### src/rtl/pwm_challenge_top.sv
// Two-channel PWM generator. A debounced push button steps the duty 25/50/75/100 %,
// and the active duty is shown on a 4-digit multiplexed 7-segment display.
//
// duty state | meaning
// DUTY_25    | threshold = PERIOD/4,     display "  25"
// DUTY_50    | threshold = 2*PERIOD/4,   display "  50"
// DUTY_75    | threshold = 3*PERIOD/4,   display "  75"
// DUTY_100   | threshold = PERIOD,       display " 100"
module pwm_challenge_top #(
   parameter int CLK_FREQ_HZ = 100_000_000,
   parameter int PWM_FREQ_HZ = 50
) (
   input  logic       clk,
   input  logic       reset_n,
   input  logic       btn_adjust,
   output logic       pwm_out_1,
   output logic       pwm_out_2,
   output logic [6:0] segments,
   output logic [3:0] anodes
);

   localparam int PERIOD  = CLK_FREQ_HZ / PWM_FREQ_HZ;
   localparam int DEB     = CLK_FREQ_HZ / 100;
   localparam int REFRESH = CLK_FREQ_HZ / 1000;

   localparam int PW = $clog2(PERIOD + 1);
   localparam int DW = $clog2(DEB + 1);
   localparam int RW = $clog2(REFRESH + 1);

   localparam logic [PW-1:0] PERIOD_LAST  = PW'(PERIOD - 1);
   localparam logic [PW-1:0] TH_25        = PW'(PERIOD / 4);
   localparam logic [PW-1:0] TH_50        = PW'((PERIOD / 4) * 2);
   localparam logic [PW-1:0] TH_75        = PW'((PERIOD / 4) * 3);
   localparam logic [PW-1:0] TH_100       = PW'(PERIOD);
   localparam logic [DW-1:0] DEB_LAST     = DW'(DEB - 1);
   localparam logic [RW-1:0] REFRESH_LAST = RW'(REFRESH - 1);

   localparam logic [3:0] BLANK = 4'hF;

   typedef enum logic [1:0] {
      DUTY_25  = 2'd0,
      DUTY_50  = 2'd1,
      DUTY_75  = 2'd2,
      DUTY_100 = 2'd3
   } duty_t;

   logic          r_sync1;
   logic          r_sync2;
   logic          r_deb_level;
   logic          r_deb_prev;
   logic [DW-1:0] r_deb_cnt;
   logic          w_advance;

   duty_t         r_duty_pending;
   duty_t         w_duty_next;
   duty_t         r_duty_active;

   logic [PW-1:0] r_pwm_cnt;
   logic [PW-1:0] w_threshold;
   logic          w_pwm_on;
   logic          r_pwm1;
   logic          r_pwm2;

   logic [RW-1:0] r_ref_cnt;
   logic [1:0]    r_digit;
   logic [15:0]   w_digits;
   logic [3:0]    w_bcd;
   logic [6:0]    w_seg;
   logic [3:0]    r_anodes;
   logic [6:0]    r_segments;

   always_ff @(posedge clk) begin
      if (!reset_n) begin
         r_sync1 <= 1'b0;
         r_sync2 <= 1'b0;
      end else begin
         r_sync1 <= btn_adjust;
         r_sync2 <= r_sync1;
      end
   end

   // Debounced level starts "pressed" so a button held through reset must be
   // released (and debounced) before the next press can advance the duty.
   always_ff @(posedge clk) begin
      if (!reset_n) begin
         r_deb_level <= 1'b1;
         r_deb_prev  <= 1'b1;
         r_deb_cnt   <= '0;
      end else begin
         r_deb_prev <= r_deb_level;
         if (r_sync2 == r_deb_level) begin
            r_deb_cnt <= '0;
         end else if (r_deb_cnt == DEB_LAST) begin
            r_deb_level <= r_sync2;
            r_deb_cnt   <= '0;
         end else begin
            r_deb_cnt <= r_deb_cnt + DW'(1);
         end
      end
   end

   assign w_advance = r_deb_level & ~r_deb_prev;

   always_ff @(posedge clk) begin
      if (!reset_n) begin
         r_duty_pending <= DUTY_25;
      end else begin
         r_duty_pending <= w_duty_next;
      end
   end

   always_comb begin
      w_duty_next = r_duty_pending;
      if (w_advance) begin
         unique case (r_duty_pending)
            DUTY_25:  w_duty_next = DUTY_50;
            DUTY_50:  w_duty_next = DUTY_75;
            DUTY_75:  w_duty_next = DUTY_100;
            DUTY_100: w_duty_next = DUTY_25;
            default:  w_duty_next = DUTY_25;
         endcase
      end
   end

   always_comb begin
      w_threshold = TH_25;
      w_digits    = {BLANK, BLANK, 4'd2, 4'd5};
      unique case (r_duty_active)
         DUTY_25: begin
            w_threshold = TH_25;
            w_digits    = {BLANK, BLANK, 4'd2, 4'd5};
         end
         DUTY_50: begin
            w_threshold = TH_50;
            w_digits    = {BLANK, BLANK, 4'd5, 4'd0};
         end
         DUTY_75: begin
            w_threshold = TH_75;
            w_digits    = {BLANK, BLANK, 4'd7, 4'd5};
         end
         DUTY_100: begin
            w_threshold = TH_100;
            w_digits    = {BLANK, 4'd1, 4'd0, 4'd0};
         end
         default: begin
            w_threshold = TH_25;
            w_digits    = {BLANK, BLANK, 4'd2, 4'd5};
         end
      endcase
   end

   // The pending duty only reaches the comparator at the wrap, so a period is never cut short.
   always_ff @(posedge clk) begin
      if (!reset_n) begin
         r_pwm_cnt     <= '0;
         r_duty_active <= DUTY_25;
      end else if (r_pwm_cnt == PERIOD_LAST) begin
         r_pwm_cnt     <= '0;
         r_duty_active <= r_duty_pending;
      end else begin
         r_pwm_cnt <= r_pwm_cnt + PW'(1);
      end
   end

   assign w_pwm_on = (r_pwm_cnt < w_threshold);

   always_ff @(posedge clk) begin
      if (!reset_n) begin
         r_pwm1 <= 1'b0;
         r_pwm2 <= 1'b0;
      end else begin
         r_pwm1 <= w_pwm_on;
         r_pwm2 <= ~w_pwm_on;
      end
   end

   always_ff @(posedge clk) begin
      if (!reset_n) begin
         r_ref_cnt <= '0;
         r_digit   <= 2'd0;
      end else if (r_ref_cnt == REFRESH_LAST) begin
         r_ref_cnt <= '0;
         r_digit   <= r_digit + 2'd1;
      end else begin
         r_ref_cnt <= r_ref_cnt + RW'(1);
      end
   end

   assign w_bcd = w_digits[{r_digit, 2'b00} +: 4];

   always_comb begin
      w_seg = 7'b1111111;
      case (w_bcd)
         4'd0:    w_seg = 7'b1000000;
         4'd1:    w_seg = 7'b1111001;
         4'd2:    w_seg = 7'b0100100;
         4'd3:    w_seg = 7'b0110000;
         4'd4:    w_seg = 7'b0011001;
         4'd5:    w_seg = 7'b0010010;
         4'd6:    w_seg = 7'b0000010;
         4'd7:    w_seg = 7'b1111000;
         4'd8:    w_seg = 7'b0000000;
         4'd9:    w_seg = 7'b0010000;
         default: w_seg = 7'b1111111;
      endcase
   end

   // Anode and segment registers load together so they always describe the same digit.
   always_ff @(posedge clk) begin
      if (!reset_n) begin
         r_anodes   <= 4'b1111;
         r_segments <= 7'b1111111;
      end else begin
         r_anodes   <= ~(4'b0001 << r_digit);
         r_segments <= w_seg;
      end
   end

   assign pwm_out_1 = r_pwm1;
   assign pwm_out_2 = r_pwm2;
   assign anodes    = r_anodes;
   assign segments  = r_segments;

endmodule

### config.mk
export PLATFORM = sky130hd
export DESIGN_NAME = pwm_challenge_top
export DESIGN_NICKNAME = d
export VERILOG_FILES = /design/src/rtl/pwm_challenge_top.sv
export SDC_FILE = /design/constraint.sdc
export NUM_CORES = 1
export LEC_CHECK = 0
export CAP_MARGIN = 15
export CORE_MARGIN = 5
export CORE_UTILIZATION = 35
export DETAILED_ROUTE_END_ITERATION = 8
export MAX_ROUTING_LAYER = met4
export PLACE_DENSITY = 0.49
export SYNTH_ARGS = -nofsm -noshare
export SYNTH_HDL_FRONTEND = slang
export SYNTH_SLANG_ARGS = --single-unit
### constraint.sdc
create_clock -name clk -period 3.2 [get_ports clk]
set_input_delay 0.96 -clock clk [delete_from_list [all_inputs] [get_ports clk]]
set_output_delay 0.96 -clock clk [all_outputs]
set_load 0.01 [all_outputs]
* Word-level counts from Yosys, hierarchy flattened
Memories as Yosys holds them, arrays and structs flattened. A register that Yosys moved wholly into a read port is not among the register bits. Cells that the tools add are included.
Cells by class: reduce and logical (&&, ||, !) cells 7, mux-type cells 3, equal/unequal tests 10, shift operators 2, bitwise gates (word level) 6, $lt $le $gt $ge 1, add/subtract/negate cells 4
Operators with widths (number):
- one-hot mux 21 bit (4 select lines) | 1
- one-hot mux 16 bit (4 select lines) | 1
- adder 21 x 1 -> 21 bit, second input constant | 1
- equality test 21 bit, second input constant | 1
- < comparator 21 bit | 1
- adder 20 x 1 -> 20 bit, second input constant | 1
- equality test 20 bit, second input constant | 1
- adder 17 x 1 -> 17 bit, second input constant | 1
- equality test 17 bit, second input constant | 1
- indexed part select 16 x 5 -> 4 bit | 1
- equality test 2 bit, second input constant | 4
- one-hot mux 2 bit (4 select lines) | 1
- equality test 2 x 1 -> 1 bit, second input constant | 2
- logical NOT 2 bit | 2
- inverter 1 bit | 4
- inverter 4 bit | 1
- OR reduction 2 bit | 2
- << shifter 1 x 2 -> 4 bit, first input constant | 1
- OR reduction 3 bit | 1
- adder 2 x 1 -> 2 bit, second input constant | 1
- AND reduction 2 bit | 1
- AND 1 bit | 1
- equality test 1 bit | 1
- logical NOT 1 bit | 1
Word-level totals: memories kept 1, flip-flop bits (word level) 74, word-level logic and storage cells 47, ROM bits 112, input bits 3, output and inout bits 13
Memory list:
- (no name shown) | words 16, width 7, read ports 1, clocked after Yosys merged registers in 1, wr ports 0, RTL line 193 | case (w_bcd)

* Logic depth before layout (Yosys ltp)
Gate-level depths: netlist of the first run.
depth in word-level cells 4, gate-level depth with buffers 10, depth with buffers taken out 10

* Least setup slack after synthesis of the first run
No wires, ideal clock.
path kind flip-flop to flip-flop, start reg r_duty_active[1], end reg r_pwm2 (netlist: pwm_out_2), period minus slack after synthesis 2.187 ns, setup slack 1.013 ns, data required time 3.078 ns, cell stages (with the launch flop) 11, data arrival time 2.065 ns, path buffers 0, library setup time 0.122 ns, cells stage by stage dfxtp_1 -> inv_1 -> ha_1 -> or2_2 -> inv_1 -> ha_1 -> o211ai_1 -> a21oi_1 -> a211oi_1 -> o21ai_0 -> a311o_1
Between the ends: longest elaborated chain between the ends 4, elaborated cells between the ends (all ways) 7, those cells by class order compare (1); eq/ne (3); mux (1); bitwise (1); reduce/logical (1)
Ends and longest elaborated chain:
- from (decl) | RTL line 56 | duty_t r_duty_active;
- from (signal assigned) | RTL line 159 | r_duty_active <= r_duty_pending;
- equality test 2 bit (tied with other cells) | RTL line 128 | unique case (r_duty_active)
- one-hot mux 21 bit (4 select lines) * | RTL line 128
- < comparator 21 bit * | RTL line 165 | assign w_pwm_on = (r_pwm_cnt < w_threshold);
- inverter 1 bit * | RTL line 173 | r_pwm2 <= ~w_pwm_on;
- to (signal assigned) | RTL line 173
- to (decl) | RTL line 62 | logic r_pwm2;
Mark *: on every way between the ends. The rest lies on a longest branch, timed or not. The select of a mux whose other input is x is not followed. A chain may end at the register's enable or synchronous reset.

* Final worst setup path of the first run
Ends and elaborated chain as after synthesis.

==> results of run 1 <==
## sequential cells by signal, indices dropped and copies added, names as in the netlist
| register | cells |
|---|---|
| r_sync2 | 1 |
| r_deb_cnt | 20 |
| pwm_out_2 | 1 |
| r_sync1 | 1 |
| r_duty_active | 2 |
| anodes | 4 |
| r_pwm_cnt | 21 |
| r_digit | 2 |
| r_deb_level | 1 |
| pwm_out_1 | 1 |
| segments | 7 |
| r_deb_prev | 1 |
| r_duty_pending | 2 |
| r_ref_cnt | 17 |
## cells in the mapped netlist, drive strengths merged, types with 2 or more instances
library cell  count  area (um2)
dfxtp            81        1622
nor2             76       285.3
xor2             31       271.5
nand2            30       112.6
ha               28       350.3
xnor2            23       201.4
nand3            20       100.1
inv              17       63.81
nand4            13       81.33
nor3              8       40.04
a21oi             7       35.03
and3              7       43.79
buf               6       61.31
nor4              6       71.32
o21ai             6       30.03
mux2i             5       50.05
nor4b             5       50.04
and4              4       35.03
and2              3       18.77
nand2b            3       18.77
nor2b             3       18.77
nor3b             3       22.52
o21bai            3       22.52
or2               3       18.77
a211oi            2       15.01
a21o              2       15.01
clkbuf            2       7.510
o211ai            2       15.01
## routing by layer
layer	track usage, %	share of wire [%]	vias to the layer above	routed length, um
met2	19.47	49	31	3336
li1	-	-	1404	-
met3	3.767	3.4	8	235
met5	-	0	-	0
met1	14.01	46	1276	3154
met4	5.128	1.9	0	128
## power groups by stage
stage	clock, W	combinational, W	sequential (W)
6_report	0.000845	0.0000541	0.00103
5_1_grt	0.000933	0.0000624	0.00104
4_1_cts	0.000885	0.0000556	0.00103
3_5_place_dp	0	0.0000553	0.00106
3_3_place_gp	0	0.0000543	0.00106
2_1_floorplan	0	0.0000389	0.00106
## metrics by stage
stage	setup WS (ps)	power (W)	utilization, %	area (um2)	cells
after detailed placement	450.7	0.001112	38.49	3991	550
after floorplan	1013	0.001096	-	3740	407
final	671.9	0.001931	40.70	4220	566
after global routing	446.4	0.002030	40.70	4220	566
after CTS	647.7	0.001974	40.70	4220	566
after global placement	513.7	0.001110	38.49	3991	550
## area by class of cell
class,count,area [um2],area share (%)
Timing Repair Buffer,15,150.1,3.558
Inverter,18,67.56,1.601
Clock inverter,6,91.34,2.164
Clock buffer,10,137.6,3.261
Sequential cell,81,1622,38.42
Tap cell,136,170.2,4.032
Multi-Input combinational cell,300,1982,46.96
## cells by family (layout without fill, tap and decap cells)
family / Yosys count / after routing / synth area share (%)
simple gates: 186 / 186 / 24.96
flops: 81 / 81 / 43.36
xor+xnor: 54 / 54 / 12.65
fa+ha+maj: 28 / 28 / 9.368
compound gates: 27 / 27 / 4.684
buf+inv: 26 / 49 / 3.647
mux: 5 / 5 / 1.338
## final timing paths
path,from,to
max,r_duty_active[1]$_SDFFE_PN0P_,pwm_out_2$_SDFF_PN0_
min,r_sync1$_SDFF_PN0_,r_sync2$_SDFF_PN0_
max reg2reg,r_duty_active[1]$_SDFFE_PN0P_,pwm_out_2$_SDFF_PN0_
min reg2reg,r_sync1$_SDFF_PN0_,r_sync2$_SDFF_PN0_
==> metrics.txt, run 1 <==
yosys warns=0; setup slack, reg-to-reg=670 ps; Setup Skew=8.259 ps; Worst path max stage delay=460 ps; Logic pwr share=2.8%; Die ar.=12850 um2; kind of cell adding the most delay to the critical path=compound AO/OA/AOI/OAI gates; Switching Share=21.89%; WP data required=3440 ps; nature of the critical path startpoint=register; Unique masters post-synth=41; drt pass-1 iters=4; clk root buf=clkbuf_8; post-cts sizing count=0; via count of the first global-routing pass=2654; worst min path class=reg -> reg; Slew Limit Fails=0; Fin Setup TNS=0 ps; clk slew on worst S/H paths=90 ps; Via Count=2719; internal power=0.001508 W; Reg power frac=53.5%; max cap viols=0; antenna violations before repair=0; clock sink count=81; layout cell share with drive strength beyond 1=5.581%; Hold Crit Depth=1; Cell Chain, Critical Path=inv_1 -> ha_1 -> or2_2 -> inv_1 -> ha_1 -> o211ai_1 -> a21oi_1 -> a211oi_1 -> o21ai_0 -> a311o_1; Pleak=1.582 nW; syn avg cell area=9.189 um2; final setup violation count=0; async set-reset flop share out of synthesis=0%; Worst R2R Path Depth=10; Arr. time, crit path=2770 ps; CP Buf/Inv Count=2; Die X=113.4 um; commonest non-fill, non-tap cells in the layout=dfxtp_1 (81), nor2_1 (76), xor2_1 (31); global-route wire length before repair=12280 um; final worst path period need=2528 ps; Post-Syn Instances=407; Crit-path slowest cell=dfxtp_1; total power per unit cell area=457.5 nW/um2; Slew HR=47.64%; Crit. End Element=register; Core Footprint=10370 um2; commonest non-fill, non-tap cell in the layout=dfxtp_1; CTS tree=built; via/cell ratio=4.804; Num CTS Buffers=9; FF+latch count, synth=81; status=completed; Post-Route WL=6855 um; Layout area overhead=12.85%; Post-DP HPWL=4863 um; grt ovf=0; Post-CTS Repair Setup Buffers=0; setup repair after global routing missed its margin=no; routed len/inst=12.11 um; # DRC=0; Synth Flop Type=dfxtp_1; fmax=0.3956 GHz; Bufs on Longest Clock Path=2; Hold Vio Cnt, Final=0; layout net count=456; Antenna Nets Post-Route=0; Seq/Total Area, Yosys=43.36%; htree depth=3; worst hold margin=438.2 ps; Initial Util=36.06%; PortBufs=15; row cnt=37; Peak supply drop=0.2840 mV; Setup Crit Path Kind=reg -> reg; Ports=16; synthesized cell area=3740 um2; Worst Tran Pin Value=785.3 ps; WP depth=10; Post-Syn Nets=438; height of the die=113.4 um; layout filler cell count=1064; Post-synth EDFFs=0; NetSw=0.0004227 W; Initial DRC Count=120; placer's final routability congestion estimate=0.7385; clock latency on the worst-skew pair=350 ps; # diodes=0; Final period util=79.00%; Post-CTS Hold Buffers=0; Tot GR Track Use=12.11%; largest net degree at the start of global routing=20; crit path max fanout=6; Clock power frac=43.7%
Power figures use the tool's default switching activity.
==> inputs of run 2 (changes only) <==
--- a/config.mk
+++ b/config.mk
@@ -10,7 +10,7 @@
 export CORE_UTILIZATION = 35
 export DETAILED_ROUTE_END_ITERATION = 8
 export MAX_ROUTING_LAYER = met4
-export PLACE_DENSITY = 0.49
+export PLACE_DENSITY = 0.51
 export SYNTH_ARGS = -nofsm -noshare
 export SYNTH_HDL_FRONTEND = slang
 export SYNTH_SLANG_ARGS = --single-unit
==> constraint.sdc (replaced) <==
create_clock -name clk -period 2.1 [get_ports clk]
set_input_delay 0.63 -clock clk [delete_from_list [all_inputs] [get_ports clk]]
set_output_delay 0.63 -clock clk [all_outputs]
set_load 0.01 [all_outputs]
==> run 2 against run 1 <==
  * Design area rose by 5.5%
  * Register-to-register slack got worse by 610 ps
  * Clock skew barely moved
  * Via count rose by 0.66%
  * Sequential share of layout area fell by 1.9 points
  * Non-clock buffer count rose by 18
  * Sequential cell count did not move
  * Global-route usage fell by 0.31 points
  * Maximum frequency rose by 24%
  * Largest cell class unchanged
  * Core utilization rose by 2.2 points
  * Total power rose by 53%
  * Clock-buffer cell count rose by 1
==> metrics.txt, run 2 (same netlist as run 1, synthesis figures left out) <==
Bufs on Longest Clock Path=2 (unchanged); worst min path class=reg -> reg; nature of the critical path startpoint=register; layout net count=474 (+3.9%); CTS tree=built; via/cell ratio=4.687 (-2.4%); Slew Limit Fails=0 (unchanged); max cap viols=0 (unchanged); Post-CTS Hold Buffers=0 (unchanged); clk root buf=clkbuf_8; commonest non-fill, non-tap cell in the layout=dfxtp_1; setup repair after global routing missed its margin=yes; Tot GR Track Use=11.80% (-0.31 points); Slew HR=61.54% (+14 points); Crit-path slowest cell=dfxtp_4; Setup Crit Path Kind=reg -> reg; clock latency on the worst-skew pair=350 ps (about the same); Arr. time, crit path=2280 ps (-490 ps); Hold Vio Cnt, Final=0 (unchanged); clk slew on worst S/H paths=90 ps (about the same); via count of the first global-routing pass=2582 (-2.7%); layout cell share with drive strength beyond 1=11.83% (+6.2 points); Layout area overhead=19.07%; drt pass-1 iters=4 (unchanged); # DRC=0 (unchanged); Die ar.=12850 um2 (unchanged); Ports=16 (unchanged); Post-DP HPWL=4993 um (+2.7%); total power per unit cell area=663.5 nW/um2 (+45%); grt ovf=0 (unchanged); crit path max fanout=4 (-2); status=completed; commonest non-fill, non-tap cells in the layout=dfxtp_1 (79), nor2_1 (76), xor2_1 (31); Design Area, Final=4453 um2 (+5.5%); # diodes=0 (unchanged); largest net degree at the start of global routing=20 (unchanged); row cnt=37 (unchanged); final setup violation count=0 (unchanged); clock sink count=81 (unchanged); Largest regs=r_pwm_cnt (21), r_deb_cnt (20), r_ref_cnt (17); height of the die=113.4 um (unchanged); Num CTS Buffers=9 (unchanged); Cell Area, Placed=4146 um2 (+3.9%); htree depth=3 (unchanged); Post-Route WL=6921 um (+0.96%); Worst Tran Pin Value=571.7 ps (-213.6 ps); Die X=113.4 um (unchanged); Final period util=97.20% (+18 points); Via Count=2737 (+0.66%); Clock power frac=43.6% (about the same); Crit. End Element=register; PortBufs=15 (unchanged); Crit path top cell by count=ha_1; Tot Pwr=0.002955 W (+53%); Worst path max stage delay=390 ps (-70 ps); routed len/inst=11.85 um (-2.1%); placer's final routability congestion estimate=0.7655 (+3.7%); final worst path period need=2041 ps (-487.0 ps); fin util=42.94% (+2.2 points); internal power=0.002315 W (+54%); WP data required=2340 ps (-1100 ps); Switching Share=21.63% (-0.26 points); Cell Chain, Critical Path=inv_4 -> buf_4 -> ha_1 -> ha_1 -> and3_1 -> a311oi_2 -> nor3_1 -> a311o_1; Pleak=1.677 nW (+6.0%); fmax=0.4899 GHz (+24%); Reg power frac=53.2% (-0.3 points); Core Footprint=10370 um2 (unchanged); Peak supply drop=0.3725 mV (+31%); Initial Util=36.06% (unchanged); Fin Setup TNS=0 ps (unchanged); Initial DRC Count=112 (-6.7%); Setup Skew=8.602 ps (+0.3437 ps); NetSw=0.0006391 W (+51%); antenna violations before repair=0 (unchanged); Logic pwr share=3.2% (+0.4 points); global-route wire length before repair=11990 um (-2.3%); Most flops, register=r_pwm_cnt; Largest register FFs=21 (unchanged); Antenna Nets Post-Route=0 (unchanged)
run 2: changes by cell type in the layout (fill, tap and decap cells not counted), sizes merged:
cell | previous run | this run
buf | 0 | 18
inv | 17 | 19
clkinv | 5 | 2
clkbuf | 10 | 11
run 2: final timing paths:
kind / start / endpoint / slack [ps] / depth (start not counted)
max reg2reg: r_duty_active[1]$_SDFFE_PN0P_ / pwm_out_2$_SDFF_PN0_ / 60 / 8
min: r_sync1$_SDFF_PN0_ / r_sync2$_SDFF_PN0_ / 450 / 1
max: r_duty_active[1]$_SDFFE_PN0P_ / pwm_out_2$_SDFF_PN0_ / 60 / 8
min reg2reg: r_sync1$_SDFF_PN0_ / r_sync2$_SDFF_PN0_ / 450 / 1
run 2: layer usage:
| metal | part of all wire, % | GRT usage (%) | vias up |
|---|---|---|---|
| li1 | - | - | 1443 |
| met1 | 46 | 13.73 | 1269 |
| met2 | 51 | 20.14 | 20 |
| met3 | 2.4 | 3.077 | 5 |
| met4 | 1.1 | 3.365 | 0 |
| met5 | 0 | - | - |
run 2: critical path, delay by kind of cell, from the launching register on:
kind	cells	cell delay (ps)
AOI/OAI and AO/OA	2	610
buffers and inverters	2	170
adders and majority gates	2	490
and+or+nand+nor	2	280
DFF	1	390
run 2: final cells by class:
cell class                 count  area [um2]
inverter                      18       72.57
tap                          136       170.2
multi-input combinational    300        2046
clock buffer                  11       141.4
sequential                    81        1627
timing repair buffer          33       310.3
fill                        1064        5917
clock inverter                 5       86.33
run 2: timing repair:
item,4_1_cts,5_1_grt
endpoints found under the setup margin,2,7
gates resized for setup,1,15
pin swaps,3,5
buffers inserted,0,1
run 2: through the flow:
stage | setup WS (ps) | hold WS (ps) | instances
floorplan | 9.448 | 411.9 | 407
global placement | 31.84 | 417.0 | 567
detailed placement | -42.40 | 430.9 | 567
CTS | 5.216 | 450.1 | 583
global route | -40.71 | 484.1 | 584
finish | 58.89 | 445.8 | 584
run 2: power by group through the flow:
stage	Combinational, W	Sequential [W]	Clock (W)
after CTS	0.0000970	0.00157	0.00135
after floorplan	0.0000593	0.00161	0
after global placement	0.0000959	0.00161	0
final	0.0000941	0.00157	0.00129
after detailed placement	0.0000964	0.00161	0
after global routing	0.000108	0.00158	0.00141
==> inputs of run 3 (changes only) <==
--- a/config.mk
+++ b/config.mk
@@ -9,6 +9,7 @@
 export CORE_MARGIN = 5
 export CORE_UTILIZATION = 35
 export DETAILED_ROUTE_END_ITERATION = 8
+export HOLD_SLACK_MARGIN = 0.06
 export MAX_ROUTING_LAYER = met4
 export PLACE_DENSITY = 0.51
 export SYNTH_ARGS = -nofsm -noshare
==> results of run 3 <==
The final DEF is identical to that of run 2; final timing and power are the same.
